[src/rtl/tlk2711_axil_reg_bridge.sv]
// AXI4-Lite slave bridging PS register accesses onto the TLK2711 register bus.
// One transaction in flight; reads and writes become single-cycle bus strobes.
module tlk2711_axil_reg_bridge #(
    parameter int unsigned AXI_ADDR_WIDTH = 32,
    parameter int unsigned ADDR_LSB       = 3,
    parameter int unsigned RD_LATENCY     = 1
) (
    input  logic                      ps_clk,
    input  logic                      ps_rst_n,
    input  logic [AXI_ADDR_WIDTH-1:0] s_axil_awaddr,
    input  logic                      s_axil_awvalid,
    output logic                      s_axil_awready,
    input  logic [63:0]               s_axil_wdata,
    input  logic [7:0]                s_axil_wstrb,
    input  logic                      s_axil_wvalid,
    output logic                      s_axil_wready,
    output logic [1:0]                s_axil_bresp,
    output logic                      s_axil_bvalid,
    input  logic                      s_axil_bready,
    input  logic [AXI_ADDR_WIDTH-1:0] s_axil_araddr,
    input  logic                      s_axil_arvalid,
    output logic                      s_axil_arready,
    output logic [63:0]               s_axil_rdata,
    output logic [1:0]                s_axil_rresp,
    output logic                      s_axil_rvalid,
    input  logic                      s_axil_rready,
    output logic                      o_reg_wen,
    output logic [15:0]               o_reg_waddr,
    output logic [63:0]               o_reg_wdata,
    output logic                      o_reg_ren,
    output logic [15:0]               o_reg_raddr,
    input  logic [63:0]               i_reg_rdata
);

    localparam int unsigned DATA_W = 64;
    localparam int unsigned STRB_W = 8;
    localparam int unsigned REG_AW = 16;
    localparam int unsigned CNT_W  = 4;
    localparam logic [1:0]  RESP_OKAY   = 2'b00;
    localparam logic [1:0]  RESP_SLVERR = 2'b10;

    typedef enum logic [2:0] {
        IDLE,
        WR_ISSUE,
        WR_RESP,
        RD_ISSUE,
        RD_WAIT,
        RD_RESP
    } state_t;

    state_t              state_q, state_d;
    logic                active_q;
    logic                aw_held_q, aw_held_d;
    logic                w_held_q, w_held_d;
    logic [REG_AW-1:0]   aw_word_q, aw_word_d;
    logic [DATA_W-1:0]   w_data_q, w_data_d;
    logic [STRB_W-1:0]   w_strb_q, w_strb_d;
    logic                last_wr_q, last_wr_d;
    logic [CNT_W-1:0]    cnt_q, cnt_d;
    logic                wen_q, wen_d;
    logic [REG_AW-1:0]   waddr_q, waddr_d;
    logic [DATA_W-1:0]   wdata_q, wdata_d;
    logic                ren_q, ren_d;
    logic [REG_AW-1:0]   raddr_q, raddr_d;
    logic                bvalid_q, bvalid_d;
    logic [1:0]          bresp_q, bresp_d;
    logic                rvalid_q, rvalid_d;
    logic [DATA_W-1:0]   rdata_q, rdata_d;

    logic                idle;
    logic                rd_eligible;
    logic                aw_hs;
    logic                w_hs;
    logic                ar_hs;
    logic [REG_AW-1:0]   aw_word_in;
    logic [REG_AW-1:0]   ar_word_in;
    logic                unused_addr_bits;

    assign unused_addr_bits = ^{s_axil_awaddr, s_axil_araddr};

    assign aw_word_in = s_axil_awaddr[ADDR_LSB +: REG_AW];
    assign ar_word_in = s_axil_araddr[ADDR_LSB +: REG_AW];

    // Arbitration: a read may go only when no write is half-captured, and it
    // yields to a pending write unless the previous transaction was a write.
    assign idle        = (state_q == IDLE) && active_q;
    assign rd_eligible = !aw_held_q && !w_held_q &&
                         (last_wr_q || (!s_axil_awvalid && !s_axil_wvalid));

    assign s_axil_arready = idle && rd_eligible;
    assign s_axil_awready = idle && !aw_held_q && !(rd_eligible && s_axil_arvalid);
    assign s_axil_wready  = idle && !w_held_q  && !(rd_eligible && s_axil_arvalid);

    assign aw_hs = s_axil_awvalid && s_axil_awready;
    assign w_hs  = s_axil_wvalid  && s_axil_wready;
    assign ar_hs = s_axil_arvalid && s_axil_arready;

    assign s_axil_bvalid = bvalid_q;
    assign s_axil_bresp  = bresp_q;
    assign s_axil_rvalid = rvalid_q;
    assign s_axil_rdata  = rdata_q;
    assign s_axil_rresp  = RESP_OKAY;
    assign o_reg_wen     = wen_q;
    assign o_reg_waddr   = waddr_q;
    assign o_reg_wdata   = wdata_q;
    assign o_reg_ren     = ren_q;
    assign o_reg_raddr   = raddr_q;

    // State and registered outputs
    always_ff @(posedge ps_clk or negedge ps_rst_n) begin
        if (!ps_rst_n) begin
            state_q   <= IDLE;
            active_q  <= 1'b0;
            aw_held_q <= 1'b0;
            w_held_q  <= 1'b0;
            aw_word_q <= '0;
            w_data_q  <= '0;
            w_strb_q  <= '0;
            last_wr_q <= 1'b0;
            cnt_q     <= '0;
            wen_q     <= 1'b0;
            waddr_q   <= '0;
            wdata_q   <= '0;
            ren_q     <= 1'b0;
            raddr_q   <= '0;
            bvalid_q  <= 1'b0;
            bresp_q   <= RESP_OKAY;
            rvalid_q  <= 1'b0;
            rdata_q   <= '0;
        end else begin
            state_q   <= state_d;
            active_q  <= 1'b1;
            aw_held_q <= aw_held_d;
            w_held_q  <= w_held_d;
            aw_word_q <= aw_word_d;
            w_data_q  <= w_data_d;
            w_strb_q  <= w_strb_d;
            last_wr_q <= last_wr_d;
            cnt_q     <= cnt_d;
            wen_q     <= wen_d;
            waddr_q   <= waddr_d;
            wdata_q   <= wdata_d;
            ren_q     <= ren_d;
            raddr_q   <= raddr_d;
            bvalid_q  <= bvalid_d;
            bresp_q   <= bresp_d;
            rvalid_q  <= rvalid_d;
            rdata_q   <= rdata_d;
        end
    end

    // Next-state and next-output logic
    always_comb begin
        state_d   = state_q;
        aw_held_d = aw_held_q;
        w_held_d  = w_held_q;
        aw_word_d = aw_word_q;
        w_data_d  = w_data_q;
        w_strb_d  = w_strb_q;
        last_wr_d = last_wr_q;
        cnt_d     = cnt_q;
        wen_d     = 1'b0;
        waddr_d   = waddr_q;
        wdata_d   = wdata_q;
        ren_d     = 1'b0;
        raddr_d   = raddr_q;
        bvalid_d  = bvalid_q;
        bresp_d   = bresp_q;
        rvalid_d  = rvalid_q;
        rdata_d   = rdata_q;

        case (state_q)
            IDLE: begin
                if (aw_hs) begin
                    aw_held_d = 1'b1;
                    aw_word_d = aw_word_in;
                end
                if (w_hs) begin
                    w_held_d = 1'b1;
                    w_data_d = s_axil_wdata;
                    w_strb_d = s_axil_wstrb;
                end
                // Strobe is launched on the edge that completes the write capture
                if (aw_held_d && w_held_d) begin
                    state_d = WR_ISSUE;
                    if (w_strb_d == {STRB_W{1'b1}}) begin
                        wen_d   = 1'b1;
                        waddr_d = aw_word_d;
                        wdata_d = w_data_d;
                    end
                end else if (ar_hs) begin
                    state_d = RD_ISSUE;
                    ren_d   = 1'b1;
                    raddr_d = ar_word_in;
                end
            end
            WR_ISSUE: begin
                bvalid_d = 1'b1;
                bresp_d  = (w_strb_q == {STRB_W{1'b1}}) ? RESP_OKAY : RESP_SLVERR;
                state_d  = WR_RESP;
            end
            WR_RESP: begin
                if (s_axil_bready) begin
                    bvalid_d  = 1'b0;
                    aw_held_d = 1'b0;
                    w_held_d  = 1'b0;
                    last_wr_d = 1'b1;
                    state_d   = IDLE;
                end
            end
            RD_ISSUE: begin
                cnt_d   = CNT_W'(RD_LATENCY);
                state_d = RD_WAIT;
            end
            RD_WAIT: begin
                if (cnt_q <= CNT_W'(1)) begin
                    rdata_d  = i_reg_rdata;
                    rvalid_d = 1'b1;
                    state_d  = RD_RESP;
                end else begin
                    cnt_d = cnt_q - CNT_W'(1);
                end
            end
            RD_RESP: begin
                if (s_axil_rready) begin
                    rvalid_d  = 1'b0;
                    last_wr_d = 1'b0;
                    state_d   = IDLE;
                end
            end
            default: state_d = IDLE;
        endcase
    end

endmodule

[config.mk]
export PLATFORM = sky130hd
export DESIGN_NAME = tlk2711_axil_reg_bridge
export DESIGN_NICKNAME = d
export VERILOG_FILES = /design/src/rtl/tlk2711_axil_reg_bridge.sv
export SDC_FILE = /design/constraint.sdc
export NUM_CORES = 1
export LEC_CHECK = 0
export ABC_AREA = 1
export CORE_AREA = 3 3 152 154
export DETAILED_ROUTE_END_ITERATION = 12
export DIE_AREA = 0 0 155 157
export PLACE_DENSITY_LB_ADDON = 0.15
export REMOVE_ABC_BUFFERS = 1
export SYNTH_ARGS = -nofsm -noshare
export SYNTH_HDL_FRONTEND = slang
export SYNTH_SLANG_ARGS = --single-unit
[constraint.sdc]
create_clock -name ps_clk -period 5.7 [get_ports ps_clk]
set_input_delay 1.71 -clock ps_clk [delete_from_list [all_inputs] [get_ports ps_clk]]
set_output_delay 1.71 -clock ps_clk [all_outputs]
set_load 0.03 [all_outputs]
After elaboration in Yosys (flattened, before gate mapping)
Cells that the tools add are included.
Storage, ports and cells
  output and inout bits: 171
  RAM bits: 0
  memories: 0
  bits of input ports: 207
  logic and storage cells: 100
  bits in read-only memories: 0
  flip-flop bits (word level): 265
  latch bits: 0
Operators by class
  divide/modulo/power cells: 0
  bitwise operators: 1
  mux-type cells: 32
  eq/ne operators: 12
  magnitude comparators: 1
  shift-type cells: 0
  reductions and logical operators: 35
  $mul: 0
  $add $sub $neg: 1
Operators with widths (number)
  $mux W64: 1
  $pmux W3 S6: 1
  $eq A8 B8 Y1 const B: 2
  $mux W16: 1
  $mux W8: 2
  $mux W3: 5
  $logic_and A1 B1 Y1: 14
  $mux W1: 14
  $reduce_and A3 Y1: 4
  $pmux W1 S2: 5
  $reduce_bool A2 Y1: 5
  $ne A2 B2 Y1 const B: 4
  $pmux W4 S2: 1
  $reduce_and A2 Y1: 4
  $eq A3 B2 Y1 const B: 2
  $eq A3 B3 Y1 const B: 2
  $logic_not A1 Y1: 5
  $le A4 B1 Y1 const B: 1
  $mux W4: 1
  $reduce_and A4 Y1: 1
  $sub A4 B1 Y4 const B: 1
  $eq A3 B1 Y1 const B: 1
  $logic_not A3 Y1: 1
  $ne A3 B2 Y1 const B: 1
  other kinds (3): 3

Depth between registers and ports, before layout
Gate-level depths: netlist of the first run.
  depth in word-level cells: 14
  gate-level depth with buffers: 13
  depth with buffers taken out: 12

Worst setup path after synthesis of the first run
OpenSTA, ideal clock, no wires.
  path type: input port to output port
  start: input s_axil_awvalid
  end: output s_axil_awready
  cell stages on the path: 6
  buffers on the path: 2
  required time: 3990 ps
  slack: 1348 ps
  arrival time: 2642 ps
  cell sequence: buf_6 > o21ai_4 > nand3_4 > nand2_1 > inv_2 > buf_1
Between the ends
  longest elaborated chain between the ends: 7
Ends and longest elaborated chain
  start, declared: RTL line 11  | input logic s_axil_awvalid,
  $logic_not A1 Y1: RTL line 88  | (last_wr_q || (!s_axil_awvalid && !s_axil_wvalid));
  $logic_and A1 B1 Y1: RTL line 88
  $logic_or A1 B1 Y1: RTL line 88
  $logic_and A1 B1 Y1: RTL line 87  | assign rd_eligible = !aw_held_q && !w_held_q &&
  $logic_and A1 B1 Y1: RTL line 91  | assign s_axil_awready = idle && !aw_held_q && !(rd_eligible && s_axil_arvalid);
  $logic_not A1 Y1: RTL line 91
  $logic_and A1 B1 Y1: RTL line 91
  end, declared: RTL line 12  | output logic s_axil_awready,
Every way passes these cells.

Final worst setup path of the first run
Ends and elaborated chain as after synthesis.

==> reports/qor_table.md, run 1 <==
| Stage | Parameter | This run |
|:---|:---|:---|
| yosys | Number of warning messages in the yosys log | 0 |
| floorplanning | Initial core utilization | 0.490 |
| drt | Violation count after the first detailed-route iteration | 578 |
| clocking | Later-pin clock latency in the skew report | 0.53 ns |
| final layout | Net count reported at finish | 1583 |
| sta | Final count of pins violating max slew | 0 |
| final layout | Growth of design area from synthesis to finish | 41.8% |
| global routing | Combined global-route utilization of all metal layers | 0.244 |
| worst setup path | Sort of element at the start of the critical path | input port |
| clocking | Cts hold-fix bufs | 0 |
| worst setup path | Category of the most critical setup path | input port to primary output |
| placement | Routability congestion estimate from global placement | 0.797 |
| clocking | Clk slew on worst S/H paths | 0.06 ns |
| worst setup path | Critical path, cell by cell | clkdlybuf4s50_1 > o21ai_4 > nand3_4 > nand2_1 > inv_2 > buf_4 |
| sta | Tightest slew margin relative to the limit | 0.316 |
| clocking | CTS Root Buffer Type | sky130_fd_sc_hd__clkbuf_16 |
| floorplanning | Site row count | 54 |
| worst setup path | Highest fanout seen on the critical path | 18 |
| yosys | Post-synthesis area per instance | 10.1 sq um |
| yosys | Proportion of netlist area held by the largest area contributor | 0.618 |
| sta | Worst-Margin Slew | 1.03 ns |
| drt | Via count normalized by instance count | 5.24 |
| worst hold path | Worst min-delay path class | flop to flop |
| placement | Half-perimeter wire length after detailed placement | 19.7 mm |
| yosys | Post-Synth Adder-Cell Area | 0.00234 |
| yosys | Synthesized-area fraction occupied by ao, oa, aoi and oai cells | 0.0104 |
| placement | Number of input and output port buffers inserted | 342 |
| worst setup path | Family with the most delay on the worst path | buffers and inverters |
| final layout | Layout cell share with drive strength beyond 1 | 0.105 |
| worst setup path | Worst path required time | 3.99 ns |
| floorplanning | Core box area | 0.0218 sq mm |
| yosys | Sequential area share after synthesis | 0.618 |
| power | Power density normalized to cell area | 477 mW/mm^2 |
| flow run | Max Cap Viol | 0 |
| placement | Number of instances in the placed design | 1624 |
| sta | Setup TNS Final | 0 ns |
| sta | Final critical-path share of the clock period | 0.839 |
| worst setup path | Buffering stage count on the worst path with inverters included | 3 |
| yosys | #FFs+latches synth | 264 |
| drt | Overall via count from detail_route | 8787 |
| clocking | CTS sink count | 264 |
| drt | Routed len/inst | 18.1 microns |
| drt | Number of DRC violations after detailed routing | 0 |
| clocking | Clock tree from TritonCTS | yes |
| yosys | Cell type with the largest total area after synthesis | sky130_fd_sc_hd__dfrtp_1 |
| yosys | Post-synthesis instance total | 1057 |
| yosys | Largest cells by area after synthesis | sky130_fd_sc_hd__dfrtp_1 62%, sky130_fd_sc_hd__nand2_1 14%, sky130_fd_sc_hd__mux2_2 6.7%, sky130_fd_sc_hd__nand4_1 5.3%, sky130_fd_sc_hd__nand3_1 3.9% |
| yosys | Area share of xor/xnor cells in the synthesized design | 0.000820 |
| worst setup path | Max stage delay on crit path | 0.53 ns |
| yosys | Main combinational cell family by area after synthesis | simple AND/OR/NAND/NOR gates |
| yosys | Mux cell area share after synthesis | 0.0674 |
| drt | Number of detailed-routing iterations run before antenna repair | 4 |
| floorplanning | Vert. Die Dim | 157 microns |
| outcome | Result of the run | finished, final reports clean |
| clocking | Cts bufs inserted | 28 |
| sta | Hold violation count in the final report | 0 |
| global routing | Wire length of the first global-routing pass | 48.1 mm |
| clocking | Postcts setup bufs | 0 |
| power | Power after layout | 0.00723 W |
| drt | Detail Route Antenna Nets | 0 |
| clocking | CTS H-tree depth | 1 |
| global routing | Number of antenna violations at the first check in global routing | 2 |
| power | VDD IR max | 0.241 mV |
| sta | Endpoints failing setup | 0 |
| floorplanning | Area of the die | 0.0243 sq mm |
| clocking | Clock tree buffer depth | 3 |
| global routing | Residual overflow from global routing | 0 |
| final layout | Number of non-filler instances in the completed layout | 1677 |
| drt | Detailed Route WL | 30.4 mm |
| sta | Worst-case clock skew | 0.00878 ns |
| worst setup path | Critical path's slowest cell | sky130_fd_sc_hd__clkdlybuf4s50_1 |
| global routing | Vias in the first global route | 8808 |
| worst setup path | Type of destination of the critical path | primary output |
| yosys | Simple-gate portion of the synthesized area | 0.255 |
| power | Static Leak | 7.29 nW |
| global routing | Largest net degree at the start of global routing | 106 |
| sta | Setup repair after global routing missed its margin | false |
| yosys | Unique masters post-synth | 30 |
| sta | Post-layout minimum cycle time | 4.78 ns |
| sta | Max Clk Rate | 209 MHz |
| floorplanning | Number of top-level pins | 378 |
| clocking | Total of cells resized after clock tree synthesis | 0 |
| yosys | Cell area after synthesis | 0.0107 sq mm |
| worst setup path | Arrival @ worst endpoint | 3.07 ns |
| floorplanning | Width of the die | 155 microns |
-- routing by layer --
layer,track usage,wire (microns)
met2,0.398,14700
met3,0.0665,2570
met5,0,13
met4,0.0677,857
met1,0.324,12200
-- worst min-delay path, stage by stage, from the launching register on --
cell	delay (ns)
sky130_fd_sc_hd__dfrtp_1	0.34
sky130_fd_sc_hd__nand2_1	0.05
sky130_fd_sc_hd__nand2_1	0.04
-- synthesized netlist by cell type --
master,n
sky130_fd_sc_hd__buf_2,33
sky130_fd_sc_hd__clkbuf_1,19
sky130_fd_sc_hd__nor2_1,13
sky130_fd_sc_hd__xor2_1,1
sky130_fd_sc_hd__dfrtp_1,264
sky130_fd_sc_hd__nor3_1,5
sky130_fd_sc_hd__mux2_2,64
sky130_fd_sc_hd__nor2_4,5
sky130_fd_sc_hd__a21oi_1,8
sky130_fd_sc_hd__clkinv_1,1
sky130_fd_sc_hd__ha_1,2
sky130_fd_sc_hd__nor2_2,1
sky130_fd_sc_hd__nand3_4,3
sky130_fd_sc_hd__o22ai_1,1
sky130_fd_sc_hd__o21bai_1,1
sky130_fd_sc_hd__a31oi_1,1
sky130_fd_sc_hd__nand3_1,84
sky130_fd_sc_hd__nand2_2,2
sky130_fd_sc_hd__nand3_2,1
sky130_fd_sc_hd__nor3b_1,1
sky130_fd_sc_hd__buf_4,3
sky130_fd_sc_hd__buf_6,10
sky130_fd_sc_hd__buf_1,6
sky130_fd_sc_hd__conb_1,2
sky130_fd_sc_hd__inv_1,19
sky130_fd_sc_hd__o21ai_4,1
sky130_fd_sc_hd__nand4_1,90
sky130_fd_sc_hd__nand2_1,406
sky130_fd_sc_hd__o21ai_0,7
sky130_fd_sc_hd__inv_2,3
-- stage by stage --
| stage | cell area, sq um | utilization | setup WS [ns] | hold slack, ns |
|---|---|---|---|---|
| after detailed placement | 14200 | 0.650 | 0.678 | 0.456 |
| final | 15100 | 0.694 | 0.920 | 0.466 |
| after floorplan | 10300 | - | 0.617 | 0.438 |
| after global routing | 15100 | 0.694 | 0.874 | 0.489 |
| after CTS | 15100 | 0.694 | 0.905 | 0.472 |
| after global placement | 14200 | 0.650 | 0.709 | 0.452 |
-- sequential cells by signal, indices dropped and copies added, names as in the netlist, 3 cells and up --
register      flops
aw_word_q        16
cnt_q             4
o_reg_raddr      16
o_reg_waddr      16
o_reg_wdata      64
s_axil_rdata     64
state_q           3
w_data_q         64
w_strb_q          8
-- cells in the final DEF (no fill, tap or decap), types with 2 or more instances in the layout --
master and instances:
sky130_fd_sc_hd__nand2_1 405, sky130_fd_sc_hd__clkdlybuf4s50_1 337, sky130_fd_sc_hd__dfrtp_1 264, sky130_fd_sc_hd__nand4_1 90
sky130_fd_sc_hd__nand3_1 84, sky130_fd_sc_hd__mux2_2 64, sky130_fd_sc_hd__clkbuf_16 29, sky130_fd_sc_hd__inv_1 19
sky130_fd_sc_hd__buf_4 16, sky130_fd_sc_hd__clkbuf_8 14, sky130_fd_sc_hd__nor2_1 13, sky130_fd_sc_hd__a21oi_1 8
sky130_fd_sc_hd__o21ai_0 7, sky130_fd_sc_hd__nor2_4 5, sky130_fd_sc_hd__nor3_1 5, sky130_fd_sc_hd__clkbuf_1 5
sky130_fd_sc_hd__conb_1 4, sky130_fd_sc_hd__inv_2 3, sky130_fd_sc_hd__nand3_4 3, sky130_fd_sc_hd__nand2_2 3
sky130_fd_sc_hd__clkinv_2 3, sky130_fd_sc_hd__ha_1 2
-- kinds of logic (layout without fill, tap and decap cells) --
kind of cell / after synthesis / in the layout
and+or+nand+nor: 611 / 611
DFF: 264 / 264
buffers and inverters: 94 / 431
muxes: 64 / 64
AOI/OAI and AO/OA: 19 / 19
adders and majority gates: 2 / 2
other: 2 / 5
xor gates and xnor gates: 1 / 1
-- report_power, final --
part | switching [W] | internal [W] | leakage [nW]
Sequential | 0.000247 | 0.00247 | 3.38
Combinational | 0.00158 | 0.00110 | 3.43
Clock | 0.000725 | 0.00111 | 0.480
Total | 0.00255 | 0.00468 | 7.29
-- final timing paths --
check / end / slack, ns / cells past startpoint / start
max: s_axil_awready / 0.92 / 6 / s_axil_awvalid
min: o_reg_raddr[1]$_DFFE_PN0P_ / 0.47 / 2 / o_reg_raddr[1]$_DFFE_PN0P_
max reg2reg: o_reg_wdata[0]$_DFFE_PN0P_ / 2.24 / 13 / state_q[1]$_DFFE_PN0P_
min reg2reg: o_reg_raddr[1]$_DFFE_PN0P_ / 0.47 / 2 / o_reg_raddr[1]$_DFFE_PN0P_
max in group asynchronous: o_reg_wdata[50]$_DFFE_PN0P_ / 3.48 / 2 / ps_rst_n
min in group asynchronous: s_axil_rdata[31]$_DFFE_PN0P_ / 1.19 / 1 / ps_rst_n
-- final cells by class --
cell class / count / area [sq um]
fillers: 1691 / 6670
flip-flops and latches: 264 / 6610
multi-input cells: 701 / 3610
repair buffers: 356 / 3530
clock buffers: 48 / 937
well taps: 280 / 350
inverters: 23 / 86.3
clock inverters: 4 / 23.8
diodes: 1 / 2.50
Power figures use the tool's default switching activity.
==> run 2, diff against run 1 <==
--- a/config.mk
+++ b/config.mk
@@ -6,9 +6,9 @@
 export NUM_CORES = 1
 export LEC_CHECK = 0
 export ABC_AREA = 1
-export CORE_AREA = 3 3 152 154
+export CORE_AREA = 3 3 159 161
 export DETAILED_ROUTE_END_ITERATION = 12
-export DIE_AREA = 0 0 155 157
+export DIE_AREA = 0 0 162 164
 export PLACE_DENSITY_LB_ADDON = 0.15
 export REMOVE_ABC_BUFFERS = 1
 export SYNTH_ARGS = -nofsm -noshare
==> constraint.sdc (replaced) <==
create_clock -name ps_clk -period 4.9 [get_ports ps_clk]
set_input_delay 1.47 -clock ps_clk [delete_from_list [all_inputs] [get_ports ps_clk]]
set_output_delay 1.47 -clock ps_clk [all_outputs]
set_load 0.03 [all_outputs]
==> run 2 against run 1 <==
- total power is 14% higher
- cell count increased by 2.3%
- register-to-register slack lost 0.35 ns
- routed wire length increased by 2.1%
- utilization is 6.6 points lower
- final area is essentially flat
- sequential power is 16% higher
- clock skew up 0.0040 ns
- first-iteration DRC count decreased by 0.35%
- sequential share of layout area barely moved
- clock power up 7%
- critical path type unchanged
- largest cell class unchanged
- largest power group unchanged
==> reports/qor_table.md, run 2 (synthesized netlist as in run 1, its figures left out) <==
| Stage | Parameter | This run |
|:---|:---|:---|
| power | Power density normalized to cell area | 545 mW/mm^2 |
| clocking | Total of cells resized after clock tree synthesis | 0 |
| global routing | Met2 track demand over resource | 0.379 |
| clocking | Clk slew on worst S/H paths | 0.06 ns |
| drt | Detailed Route WL | 31.0 mm |
| sta | Final count of pins violating max slew | 0 |
| final layout | Layout cell share with drive strength beyond 1 | 0.0978 |
| floorplanning | Core box area | 0.0241 sq mm |
| final layout | Net count reported at finish | 1584 |
| clocking | Cts hold-fix bufs | 0 |
| drt | Routed len/inst | 18.1 microns |
| clocking | CTS sink count | 264 |
| clocking | Postcts setup bufs | 0 |
| global routing | Met1 demand-to-capacity share in global routing | 0.287 |
| global routing | Largest net degree at the start of global routing | 122 |
| floorplanning | Number of top-level pins | 378 |
| sta | Max Clk Rate | 228 MHz |
| floorplanning | Area of the die | 0.0266 sq mm |
| drt | Violation count after the first detailed-route iteration | 576 |
| final layout | Final standard cell utilization of the core | 0.628 |
| clocking | Cts bufs inserted | 28 |
| clocking | CTS Root Buffer Type | sky130_fd_sc_hd__clkbuf_16 |
| clocking | Later-pin clock latency in the skew report | 0.53 ns |
| clocking | Clock tree buffer depth | 3 |
| global routing | Number of antenna violations at the first check in global routing | 1 |
| drt | Via count normalized by instance count | 5.07 |
| placement | Half-perimeter wire length after detailed placement | 20.4 mm |
| global routing | Met3 Resource Use GR | 0.0794 |
| final layout | Commonest non-fill, non-tap cells in the layout | 405 x sky130_fd_sc_hd__nand2_1, 337 x sky130_fd_sc_hd__clkdlybuf4s50_1, 264 x sky130_fd_sc_hd__dfrtp_1 |
| floorplanning | Width of the die | 162 microns |
| drt | Number of DRC violations after detailed routing | 0 |
| floorplanning | Initial core utilization | 0.443 |
| worst setup path | Sort of element at the start of the critical path | input port |
| drt | Detail Route Antenna Nets | 0 |
| power | VDD IR max | 0.305 mV |
| power | Static Leak | 7.24 nW |
| floorplanning | Vert. Die Dim | 164 microns |
| outcome | Result of the run | finished, final reports clean |
| worst hold path | Worst min-delay path class | flop to flop |
| placement | Routability congestion estimate from global placement | 0.796 |
| global routing | Vias in the first global route | 8680 |
| drt | Number of detailed-routing iterations run before antenna repair | 5 |
| sta | Worst-case clock skew | 0.0127 ns |
| clocking | Clock tree from TritonCTS | yes |
| global routing | Residual overflow from global routing | 0 |
| sta | Endpoints failing setup | 0 |
| worst setup path | Highest fanout seen on the critical path | 18 |
| flow run | Max Cap Viol | 0 |
| final layout | Filler cell count | 2076 |
| global routing | Most utilized layer in the global route result | met2 |
| worst setup path | Type of destination of the critical path | primary output |
| floorplanning | Site row count | 57 |
| worst setup path | Worst path required time | 3.43 ns |
| global routing | Combined global-route utilization of all metal layers | 0.227 |
| worst setup path | Category of the most critical setup path | input port to primary output |
| sta | Setup repair after global routing missed its margin | false |
| worst setup path | Arrival @ worst endpoint | 2.92 ns |
| sta | Final critical-path share of the clock period | 0.896 |
| placement | Number of input and output port buffers inserted | 342 |
| clocking | CTS H-tree depth | 1 |
| final layout | Growth of design area from synthesis to finish | 41.7% |
| sta | Post-layout minimum cycle time | 4.39 ns |
| sta | Worst-Margin Slew | 0.961 ns |
| global routing | Wire length of the first global-routing pass | 48.4 mm |
| final layout | Most common cell after layout, fill and taps aside | sky130_fd_sc_hd__nand2_1 |
| drt | Overall via count from detail_route | 8702 |
| sta | Tightest slew margin relative to the limit | 0.360 |
| sta | Hold violation count in the final report | 0 |
| sta | Setup TNS Final | 0 ns |
[run 2: cell types whose count changed in the layout (fill, tap and decap cells not counted), sizes merged]
cell    before  now
diode        1    2
clkinv       5    2
clkbuf      48   44
buf         19   20
[run 2: power by group]
group | internal [W] | switching (W) | total, W
combinational | 0.00128 | 0.00185 | 0.00313
sequential | 0.00288 | 0.000287 | 0.00316
clock | 0.00115 | 0.000810 | 0.00196
total | 0.00530 | 0.00295 | 0.00825
[run 2: per-layer routing]
layer	share of wire	vias to the layer above
met2	0.49	307
li1	-	4134
met4	0.019	0
met5	0	-
met1	0.40	4223
met3	0.097	38
[run 2: per-stage QoR]
step	setup slack [ns]	power (W)	instance area [sq um]	hold WS, ns	cells
6_report	0.510	0.00825	15100	0.467	1716
4_1_cts	0.500	0.00834	15100	0.470	1714
3_5_place_dp	0.404	0.00635	14300	0.457	1669
5_1_grt	0.456	0.00873	15100	0.486	1715
3_3_place_gp	0.430	0.00628	14300	0.452	1669
2_1_floorplan	0.0574	0.00502	10300	0.438	988
[run 2: worst max-delay path, stage by stage]
cell and delay, ns:
sky130_fd_sc_hd__clkdlybuf4s50_1 0.55, sky130_fd_sc_hd__o21ai_4 0.08, sky130_fd_sc_hd__nand3_4 0.12, sky130_fd_sc_hd__nand2_1 0.08, sky130_fd_sc_hd__inv_2 0.36, sky130_fd_sc_hd__buf_4 0.25
[run 2: area by class of cell]
cell class | instances | area (sq um) | share of cell area
Antenna cell | 2 | 5.00 | 0.000331
Tap cell | 324 | 405 | 0.0268
Timing Repair Buffer | 357 | 3590 | 0.237
Inverter | 23 | 86.3 | 0.00570
Clock buffer | 44 | 832 | 0.0550
Clock inverter | 1 | 5.00 | 0.000331
Multi-Input combinational cell | 701 | 3610 | 0.238
Sequential cell | 264 | 6610 | 0.436
[run 2: worst paths after layout]
path	start	end	slack [ns]	depth (start not counted)
min in group asynchronous	ps_rst_n	s_axil_bresp[1]$_DFFE_PN0P_	1.01	1
worst min register to register	o_reg_wdata[52]$_DFFE_PN0P_	o_reg_wdata[52]$_DFFE_PN0P_	0.47	2
worst max-delay path	s_axil_awvalid	s_axil_awready	0.51	6
worst max register to register	state_q[1]$_DFFE_PN0P_	o_reg_waddr[6]$_DFFE_PN0P_	1.89	13
worst min-delay path	o_reg_wdata[52]$_DFFE_PN0P_	o_reg_wdata[52]$_DFFE_PN0P_	0.47	2
max in group asynchronous	ps_rst_n	s_axil_rdata[63]$_DFFE_PN0P_	2.99	2
